===== src/rtl/lpc_pkg.sv =====
// Shared LPC definitions: cycle-type encodings, SYNC codes, response status and host FSM states.
package lpc_pkg;

  localparam logic [3:0] CT_IO_READ   = 4'b0000;
  localparam logic [3:0] CT_IO_WRITE  = 4'b0010;
  localparam logic [3:0] CT_MEM_READ  = 4'b0100;
  localparam logic [3:0] CT_MEM_WRITE = 4'b0110;

  localparam logic [1:0] TYPE_IO  = 2'b00;
  localparam logic [1:0] TYPE_MEM = 2'b01;

  localparam logic [3:0] SYNC_READY = 4'b0000;
  localparam logic [3:0] SYNC_SHORT = 4'b0101;
  localparam logic [3:0] SYNC_LONG  = 4'b0110;
  localparam logic [3:0] SYNC_ERROR = 4'b1010;

  localparam logic [1:0] RSP_OK       = 2'b00;
  localparam logic [1:0] RSP_SYNC_ERR = 2'b01;
  localparam logic [1:0] RSP_TIMEOUT  = 2'b10;
  localparam logic [1:0] RSP_REJECT   = 2'b11;

  typedef enum logic [3:0] {
    ST_IDLE,
    ST_START,
    ST_CYCTYPE,
    ST_ADDR,
    ST_WDATA,
    ST_TAR_H,
    ST_TAR_Z,
    ST_SYNC,
    ST_RDATA,
    ST_PTAR_H,
    ST_PTAR_Z,
    ST_ABORT,
    ST_RESP
  } host_state_e;

endpackage


===== src/rtl/lpc_nibble_shift.sv =====
// Nibble serializer: presents the top nibble of a loaded word and counts down the nibbles left.
module lpc_nibble_shift #(
  parameter int unsigned W = 24
) (
  input  logic         clock,
  input  logic         reset,
  input  logic         load,
  input  logic [W-1:0] load_value,
  input  logic         count_load,
  input  logic [3:0]   count_value,
  input  logic         shift,
  output logic [3:0]   nibble,
  output logic         done
);

  logic [W-1:0] sr;
  logic [3:0]   count;

  always_ff @(posedge clock) begin
    if (reset) begin
      sr    <= '0;
      count <= '0;
      done  <= 1'b1;
    end else begin
      if (load)
        sr <= load_value;
      else if (shift)
        sr <= {sr[W-5:0], 4'h0};

      // A count reload wins over the decrement so a new phase can start on the same edge
      if (count_load) begin
        count <= count_value;
        done  <= (count_value == 4'd0);
      end else if (shift && (count != 4'd0)) begin
        count <= count - 4'd1;
        done  <= (count == 4'd1);
      end
    end
  end

  assign nibble = sr[W-1 -: 4];

endmodule


===== src/rtl/lpc_host.sv =====
// LPC bus initiator: runs one I/O (or memory) cycle per command and reports data/status.
// Memory cycles are only supported when LPC_HOST_MEM_CYCLE_EN is defined.
module lpc_host
  import lpc_pkg::*;
#(
  parameter int unsigned SYNC_TIMEOUT = 8,
  parameter int unsigned ABORT_CYCLES = 4
) (
  input  logic        clock,
  input  logic        reset,
  input  logic        cmd_valid,
  output logic        cmd_ready,
  input  logic [3:0]  cmd_cyctype_dir,
  input  logic [31:0] cmd_addr,
  input  logic [7:0]  cmd_data,
  output logic        rsp_valid,
  output logic [7:0]  rsp_data,
  output logic [1:0]  rsp_status,
  output logic        lpc_frame,
  output logic [3:0]  lpc_ad_out,
  output logic        lpc_ad_oe,
  input  logic [3:0]  lpc_ad_in
);

`ifdef LPC_HOST_MEM_CYCLE_EN
  localparam int unsigned ADDR_W = 32;
`else
  localparam int unsigned ADDR_W = 16;
`endif
  localparam int unsigned SH_W  = ADDR_W + 8;
  localparam int unsigned CNT_W = 5;

  host_state_e      st;
  logic [1:0]       cyc_type;
  logic             cyc_dir;
  logic             sync_err;
  logic             rd_hi;
  logic [7:0]       rdata;
  logic [CNT_W-1:0] cnt;

  logic             accept_c;
  logic             type_ok_c;
  logic [SH_W-1:0]  sh_value_c;
  logic [3:0]       sh_count_value_c;
  logic             sh_count_load_c;
  logic             sh_shift_c;
  logic [3:0]       sh_nibble;
  logic             sh_done;

  assign accept_c = (st == ST_IDLE) && cmd_valid;

  // Shift stream is address MSB-first followed by data low then high nibble
`ifdef LPC_HOST_MEM_CYCLE_EN
  logic is_mem_c;
  logic unused_bits;
  assign is_mem_c         = (cmd_cyctype_dir[3:2] == TYPE_MEM);
  assign type_ok_c        = (cmd_cyctype_dir[3:2] == TYPE_IO) || is_mem_c;
  assign sh_value_c       = is_mem_c ? {cmd_addr, cmd_data[3:0], cmd_data[7:4]}
                                     : {cmd_addr[15:0], cmd_data[3:0], cmd_data[7:4], 16'h0000};
  assign sh_count_value_c = accept_c ? (is_mem_c ? 4'd8 : 4'd4) : 4'd1;
  assign unused_bits      = cmd_cyctype_dir[0];
`else
  logic unused_bits;
  assign type_ok_c        = (cmd_cyctype_dir[3:2] == TYPE_IO);
  assign sh_value_c       = {cmd_addr[15:0], cmd_data[3:0], cmd_data[7:4]};
  assign sh_count_value_c = accept_c ? 4'd4 : 4'd1;
  assign unused_bits      = ^{cmd_cyctype_dir[0], cmd_addr[31:16]};
`endif

  assign sh_count_load_c = accept_c || ((st == ST_ADDR) && sh_done && cyc_dir);
  assign sh_shift_c      = (st == ST_CYCTYPE)
                        || ((st == ST_ADDR) && (!sh_done || cyc_dir))
                        || ((st == ST_WDATA) && !sh_done);

  lpc_nibble_shift #(.W(SH_W)) u_shift (
    .clock       (clock),
    .reset       (reset),
    .load        (accept_c),
    .load_value  (sh_value_c),
    .count_load  (sh_count_load_c),
    .count_value (sh_count_value_c),
    .shift       (sh_shift_c),
    .nibble      (sh_nibble),
    .done        (sh_done)
  );

  // Bus outputs are registered together with the state they belong to
  always_ff @(posedge clock) begin
    if (reset) begin
      st         <= ST_IDLE;
      cmd_ready  <= 1'b1;
      rsp_valid  <= 1'b0;
      rsp_data   <= 8'h00;
      rsp_status <= RSP_OK;
      lpc_frame  <= 1'b1;
      lpc_ad_out <= 4'hF;
      lpc_ad_oe  <= 1'b0;
      cyc_type   <= TYPE_IO;
      cyc_dir    <= 1'b0;
      sync_err   <= 1'b0;
      rd_hi      <= 1'b0;
      rdata      <= 8'h00;
      cnt        <= '0;
    end else begin
      rsp_valid <= 1'b0;
      case (st)
        ST_IDLE: begin
          if (cmd_valid) begin
            cmd_ready <= 1'b0;
            cyc_type  <= cmd_cyctype_dir[3:2];
            cyc_dir   <= cmd_cyctype_dir[1];
            sync_err  <= 1'b0;
            if (type_ok_c) begin
              st         <= ST_START;
              lpc_frame  <= 1'b0;
              lpc_ad_out <= 4'h0;
              lpc_ad_oe  <= 1'b1;
            end else begin
              st         <= ST_RESP;
              rsp_valid  <= 1'b1;
              rsp_data   <= 8'h00;
              rsp_status <= RSP_REJECT;
            end
          end
        end
        ST_START: begin
          st         <= ST_CYCTYPE;
          lpc_frame  <= 1'b1;
          lpc_ad_out <= {cyc_type, cyc_dir, 1'b0};
        end
        ST_CYCTYPE: begin
          st         <= ST_ADDR;
          lpc_ad_out <= sh_nibble;
        end
        ST_ADDR: begin
          if (!sh_done) begin
            lpc_ad_out <= sh_nibble;
          end else if (cyc_dir) begin
            st         <= ST_WDATA;
            lpc_ad_out <= sh_nibble;
          end else begin
            st         <= ST_TAR_H;
            lpc_ad_out <= 4'hF;
          end
        end
        ST_WDATA: begin
          if (!sh_done) begin
            lpc_ad_out <= sh_nibble;
          end else begin
            st         <= ST_TAR_H;
            lpc_ad_out <= 4'hF;
          end
        end
        ST_TAR_H: begin
          st        <= ST_TAR_Z;
          lpc_ad_oe <= 1'b0;
        end
        ST_TAR_Z: begin
          st  <= ST_SYNC;
          cnt <= '0;
        end
        ST_SYNC: begin
          if ((lpc_ad_in == SYNC_READY) || (lpc_ad_in == SYNC_ERROR)) begin
            sync_err <= (lpc_ad_in == SYNC_ERROR);
            rd_hi    <= 1'b0;
            st       <= cyc_dir ? ST_PTAR_H : ST_RDATA;
          end else if (cnt == CNT_W'(SYNC_TIMEOUT - 1)) begin
            st         <= ST_ABORT;
            cnt        <= '0;
            lpc_frame  <= 1'b0;
            lpc_ad_out <= 4'hF;
            lpc_ad_oe  <= 1'b1;
          end else begin
            cnt <= cnt + CNT_W'(1);
          end
        end
        ST_RDATA: begin
          if (!rd_hi) begin
            rdata[3:0] <= lpc_ad_in;
            rd_hi      <= 1'b1;
          end else begin
            rdata[7:4] <= lpc_ad_in;
            st         <= ST_PTAR_H;
          end
        end
        ST_PTAR_H: st <= ST_PTAR_Z;
        ST_PTAR_Z: begin
          st         <= ST_RESP;
          rsp_valid  <= 1'b1;
          rsp_data   <= cyc_dir ? 8'h00 : rdata;
          rsp_status <= sync_err ? RSP_SYNC_ERR : RSP_OK;
        end
        ST_ABORT: begin
          // LFRAME# low for ABORT_CYCLES, then one released idle cycle before RESP
          if (cnt == CNT_W'(ABORT_CYCLES)) begin
            st         <= ST_RESP;
            rsp_valid  <= 1'b1;
            rsp_data   <= 8'h00;
            rsp_status <= RSP_TIMEOUT;
          end else begin
            if (cnt == CNT_W'(ABORT_CYCLES - 1)) begin
              lpc_frame <= 1'b1;
              lpc_ad_oe <= 1'b0;
            end
            cnt <= cnt + CNT_W'(1);
          end
        end
        ST_RESP: begin
          st        <= ST_IDLE;
          cmd_ready <= 1'b1;
        end
        default: begin
          st        <= ST_IDLE;
          cmd_ready <= 1'b1;
          lpc_frame <= 1'b1;
          lpc_ad_oe <= 1'b0;
        end
      endcase
    end
  end

endmodule


===== config.mk =====
export PLATFORM = sky130hd
export DESIGN_NAME = lpc_host
export DESIGN_NICKNAME = d
export VERILOG_FILES = /design/src/rtl/lpc_pkg.sv /design/src/rtl/lpc_nibble_shift.sv /design/src/rtl/lpc_host.sv
export SDC_FILE = /design/constraint.sdc
export NUM_CORES = 1
export LEC_CHECK = 0
export CAP_MARGIN = 20
export CORE_MARGIN = 10
export CORE_UTILIZATION = 55
export DETAILED_ROUTE_END_ITERATION = 6
export GPL_ROUTABILITY_DRIVEN = 1
export PLACE_DENSITY = 0.89
export SLEW_MARGIN = 15
export SYNTH_ARGS = -nofsm -noshare
export SYNTH_HDL_FRONTEND = slang
export SYNTH_SLANG_ARGS = --single-unit

===== constraint.sdc =====
create_clock -name clock -period 5.43 [get_ports clock]
set_clock_uncertainty 0.1 [all_clocks]
set_input_delay 1.086 -clock clock [delete_from_list [all_inputs] [get_ports clock]]
set_output_delay 1.086 -clock clock [all_outputs]
set_load 0.01 [all_outputs]

-- After elaboration in Yosys (flattened, before gate mapping)
Index checks and enable logic that the tools add are counted.
- register bits: 69
- input bits: 51
- output and inout bits: 18
- word-level logic and storage cells: 157
- add/subtract/negate cells: 2
- eq/ne operators: 30
- muxes and demuxes: 64
- bitwise operators: 4
- reduce and logical (&&, ||, !) cells: 39
- operators with widths (cell ; number):
    $mux W4 ; 17
    $mux W24 ; 2
    $pmux W4 S12 ; 1
    $mux W8 ; 4
    $eq A4 B4 Y1 const B ; 6
    $pmux W4 S6 ; 1
    $pmux W8 S3 ; 1
    $mux W1 ; 23
    $ne A2 B2 Y1 const B ; 10
    $reduce_or A9 Y1 ; 2
    $eq A4 B3 Y1 const B ; 4
    $mux W5 ; 3
    $pmux W5 S3 ; 1
    $reduce_and A7 Y1 ; 2
    $logic_not A4 Y1 ; 3
    $reduce_or A11 Y1 ; 1
    $eq A5 B3 Y1 const B ; 2
    $reduce_and A2 Y1 ; 5
    $eq A4 B1 Y1 const B ; 2
    $eq A4 B2 Y1 const B ; 2
    $pmux W1 S4 ; 2
    $reduce_bool A2 Y1 ; 4
    $logic_and A1 B1 Y1 ; 6
    $mux W2 ; 3
    other kinds (20) ; 32

-- Longest topological paths before layout
- depth after elaboration: 8
- gate-level depth with buffers: 8
- gate-level depth less buffers: 7

-- By module
Synthesis repeated with hierarchy kept, for this count alone.
- cells, all modules: 409
- area total of the unflattened synthesis: 3574.7 µm²
- modules (own cells, without submodules) (module ; instances ; cells an instance ; area each (µm²) ; seq. area each (µm²)):
    lpc_host ; 1 ; 260 ; 2132.0 ; 800.8
    lpc_nibble_shift ; 1 ; 149 ; 1442.6 ; 580.6

-- Worst setup path before layout
OpenSTA, ideal clock, no wires.
- path kind: input-to-reg
- start: input lpc_ad_in[1]
- end: register lpc_ad_out[1]
- arrival: 2.302 ns
- required time: 5.196 ns
- slack: 2.894 ns
- stages: 5
- buffers on the path: 0
- cells stage by stage: xnor2_1 a2111oi_4 nand2_1 a311o_1 mux2i_1
- word-level cells in the longest chain between the ends: 4
- elaborated cells on any way between the ends: 5
- RTL lines (item ; RTL line ; source):
    start: declaration ; lpc_host.sv:22 ; input logic [3:0] lpc_ad_in
    $eq A4 B4 Y1 or $logic_not A4 Y1 (tied branches) ; lpc_host.sv:163 ; if ((lpc_ad_in == SYNC_READY) || (lpc_ad_in == SYNC_ERROR)) begin
    $logic_or A1 B1 Y1 (*) ; lpc_host.sv:163 ;
    $ne A2 B2 Y1 (no source line) (*) ; n/a ;
    $reduce_and A5 Y1 (no source line) (*) ; n/a ;
    end signal: assignment ; lpc_host.sv:137 ; lpc_ad_out <= sh_nibble;
    end signal: assignment ; lpc_host.sv:140 ; lpc_ad_out <= sh_nibble;
    end signal: assignment ; lpc_host.sv:148 ; lpc_ad_out <= sh_nibble;
    end: declaration ; lpc_host.sv:20 ; output logic [3:0] lpc_ad_out,
Every way passes the cells marked *; elsewhere a longest branch is shown, timed or not.
A chain may end at the register's enable or synchronous reset.

-- Worst setup path after layout
- start: input lpc_ad_in[1]
- end: register lpc_ad_out[3]
Same word-level chain as after synthesis.

==> flow_summary_export.csv <==
group,metric,value,unit
status,status,"finished, final reports clean",
route,drt-initial-drc-count,357,
setup_path,crit_path_start_kind,"input pin",
die,die_area,9850,um2
route,drc_errors,0,
setup_path,crit_path_cell_trace,"clkdlybuf4s50_1 > xnor2_1 > a2111oi_4 > nand2_1 > a311o_1 > mux2i_1",
route,routed_wirelength,8870,um
setup_path,crit_required,5.55,ns
die,core_area,6030,um2
setup_path,cp-end-kind,"flop",
clock_network,clock_sinks,69,
setup_path,cp-startpoint,"lpc_ad_in[1]",
sta,fmax,0.338,GHz
placement,dp_hpwl,6160,um
global_routing,first_global_vias,3169,
die,core.rowCount,28,
setup_path,rr_startpoint,"st[2]",
die,die_h,99.3,um
synthesis,yosysUniqueCellTypes,59,
placement,gp_congestion,0.893,
pwr,powerDensity,458,nW/um2
synthesis,synthesis.area,3450,um2
die,ios,69,
synthesis,yosysTopAreaCell,"dfxtp_1",
pwr,swShare,0.390,
clock_network,cts_root_buf,"clkbuf_8",
setup_path,critPathSlowestCell,"clkdlybuf4s50_1",
synthesis,seq_area_frac_synth,0.400,
synthesis,syn_area_per_cell,7.98,um2
clock_network,numCtsBuffers,9,
placement,portBuffers,51,
layout,final_area,4120,um2
sta,min_period,2.96,ns
synthesis,synth-edff-count,0,
pwr,net-switching-power,0.735,mW
placement,dpl.cell_count,530,
route,routed_via_density,6.10,
setup_path,critPathMaxStageDelay,0.58,ns
synthesis,syn_nets,488,
setup_path,rr_worst_depth,5,
clock_network,cts_resized,0,
setup_path,crit_cells,6,
setup_path,arrival,3.08,ns
global_routing,antenna_found_initial,0,
clock_network,cts_buffer_depth,2,
clock_network,path_clk_slew,0.07,ns
setup_path,crit_fanout,5,
pwr,seqPwrFrac,0.417,
pwr,p_clk_frac,0.220,
layout,stdcell_count,545,
global_routing,grt_max_degree,65,
setup_path,r2r-end,"u_shift.count[3]",
clock_network,cts_tree,"yes",
synthesis,syn_inst,433,
sta,finalHoldViolCount,0,
synthesis,yosys.area.top_type_share,0.400,
route,routedWlPerCell,16.3,um
global_routing,grt_usage,0.176,
synthesis,yosys-top-cells-area,"dfxtp_1 40%, nand2_1 7.6%, nor2_1 6.8%",
sta,maxSlewViolCount,0,
min_path,hp-class,"flop to flop",
global_routing,gr-total-overflow,0,
setup_path,r2r_setup_slack,2.48,ns
clock_network,cts_htree_levels,3,
sta,period_share,0.545,
global_routing,grt_first_pass_wirelength,14800,um
pwr,internal_power,1.15,mW
route,firstDrtPassIters,5,
clock_network,cts.hold.buffers_added,0,
sta,slew_headroom,0.377,
die,dieWidth,99.3,um
setup_path,crit_type,"input pin to flop",
pwr,p_leak,1.45,nW
setup_path,path_delay_family,"compound AO/OA/AOI/OAI gates",
layout,drive_above_1_share,0.0723,
route,vias,3322,
sta,setup_viol,0,
layout,fillCellCount,479,
route,detail-route-antenna-nets,0,
pwr,comb_power_share,0.363,
setup_path,cp_num_buf_inv,1,
layout,finalNetCount,521,
placement,place_ws,2.14,ns
job,cap_viol_max_count,0,
sta,grt_setup_unrepaired,"false",
sta,fin_ws,2.47,ns
die,start_util,0.573,
synthesis,synth-main-ff-cell,"dfxtp_1",
synthesis,ys_warn_count,0,
clock_network,post_cts_buffers,0,
clock_network,clock_latency,0.35,ns
synthesis,synth-seq-cells,69,
placement,dpl_cell_area,3930,um2
pwr,vdd_ir_drop_max,0.000299,V
sta,tightestPinTransition,0.933,ns
layout,n_antenna_cell,0,
layout,syn_to_final_growth,19.3,%
sta,timing.setup.tns,0,ns
setup_path,endpoint,"lpc_ad_out[3]",
synthesis,ys_async_sr_fraction,0,
==> sequential cells by signal, indices dropped and copies added, names as in the netlist <==
register / cells
rsp_status: 2
rd_hi: 1
rsp_valid: 1
lpc_ad_out: 4
cyc_dir: 1
lpc_ad_oe: 1
u_shift.done: 1
rsp_data: 8
sync_err: 1
cmd_ready: 1
lpc_frame: 1
rdata: 8
cyc_type: 2
cnt: 5
u_shift.sr: 24
u_shift.count: 4
st: 4
==> logic make-up after synthesis <==
| logic type | after synthesis | synth area share |
|---|---|---|
| and+or+nand+nor | 188 | 0.248 |
| AOI/OAI and AO/OA | 110 | 0.236 |
| DFF | 69 | 0.400 |
| buffers and inverters | 47 | 0.0594 |
| muxes | 10 | 0.0290 |
| xor gates and xnor gates | 5 | 0.0127 |
| adders and majority gates | 4 | 0.0145 |
==> worst reg2reg max path, delay by kind of cell, from the launching register on <==
| family | cells | cell delay (ns) |
|---|---|---|
| AND/OR/NAND/NOR | 2 | 1.06 |
| AO/OA/AOI/OAI | 3 | 0.77 |
| flip-flops | 1 | 0.94 |
==> cells in the final DEF (no fill, tap or decap), types with 4 or more instances in the layout <==
cell type,n
nor4_1,4
a311oi_1,22
ha_1,4
clkbuf_8,10
nor2_1,63
mux2i_1,10
nand2b_1,5
o21ai_0,14
nand3_1,14
dfxtp_1,69
a22oi_1,9
a21oi_1,27
nand2_1,70
inv_1,14
clkdlybuf4s50_1,50
buf_4,4
nor3_1,9
==> cell type report <==
type / count / area, um2 / share of cell area
Timing Repair Buffer: 55 / 536 / 0.130
Multi-Input combinational cell: 317 / 1870 / 0.453
Sequential cell: 69 / 1380 / 0.335
Inverter: 14 / 52.6 / 0.0128
Clock buffer: 11 / 141 / 0.0343
Tap cell: 75 / 93.8 / 0.0228
Clock inverter: 4 / 48.8 / 0.0118
==> power by group through the flow <==
| stage | combinational, mW | clock, mW | sequential [mW] |
|---|---|---|---|
| floorplan | 0.569 | 0 | 0.712 |
| global placement | 0.658 | 0 | 0.787 |
| detailed placement | 0.676 | 0 | 0.791 |
| CTS | 0.681 | 0.420 | 0.781 |
| global route | 0.762 | 0.441 | 0.807 |
| finish | 0.684 | 0.416 | 0.787 |
==> per-stage QoR <==
stage / hold slack, ns / power, mW / utilization
after floorplan: 0.332 / 1.28 / -
after global placement: 0.342 / 1.45 / 0.652
after detailed placement: 0.348 / 1.47 / 0.652
after CTS: 0.359 / 1.88 / 0.684
after global routing: 0.388 / 2.01 / 0.684
final: 0.356 / 1.89 / 0.684
==> metal layers <==
| layer | share of wire | global-route usage | routed length [um] |
|---|---|---|---|
| met5 | 0 | 0 | 0 |
| met2 | 0.48 | 0.285 | 4270 |
| met1 | 0.44 | 0.218 | 3890 |
| met3 | 0.062 | 0.0415 | 548 |
| met4 | 0.019 | 0.0728 | 165 |
==> worst min path at each step <==
stage	startpoint	endpoint	slack [ns]	cells after the start
after floorplan	sync_err	sync_err	0.33	2
after global placement	sync_err	sync_err	0.34	2
after detailed placement	cyc_type[1]	cyc_type[1]	0.35	2
after CTS	cyc_type[1]	cyc_type[1]	0.36	2
after global routing	rsp_status[0]	rsp_status[0]	0.39	2
final	sync_err	sync_err	0.36	2
==> cell usage after synthesis (2+ instances only) <==
library cell / number
nand2_1: 70
inv_1: 14
nand2b_1: 5
a31o_2: 3
o211ai_1: 3
o221a_2: 2
nor4_1: 4
buf_6: 3
nor2b_1: 2
o21ai_0: 14
nor2_1: 63
buf_1: 4
dfxtp_1: 69
a22oi_1: 9
nor4b_1: 2
a211oi_2: 2
xnor2_1: 3
or3_1: 2
and3_1: 2
nand3_1: 14
mux2i_1: 10
a211oi_1: 2
a21oi_1: 27
buf_2: 5
a2111oi_0: 3
o31a_1: 2
o21a_1: 3
clkbuf_1: 21
and2_1: 3
ha_1: 4
a31oi_1: 3
or2_2: 3
xor2_1: 2
nor3_1: 9
a311oi_1: 22
(Power assumes the default switching activity.)
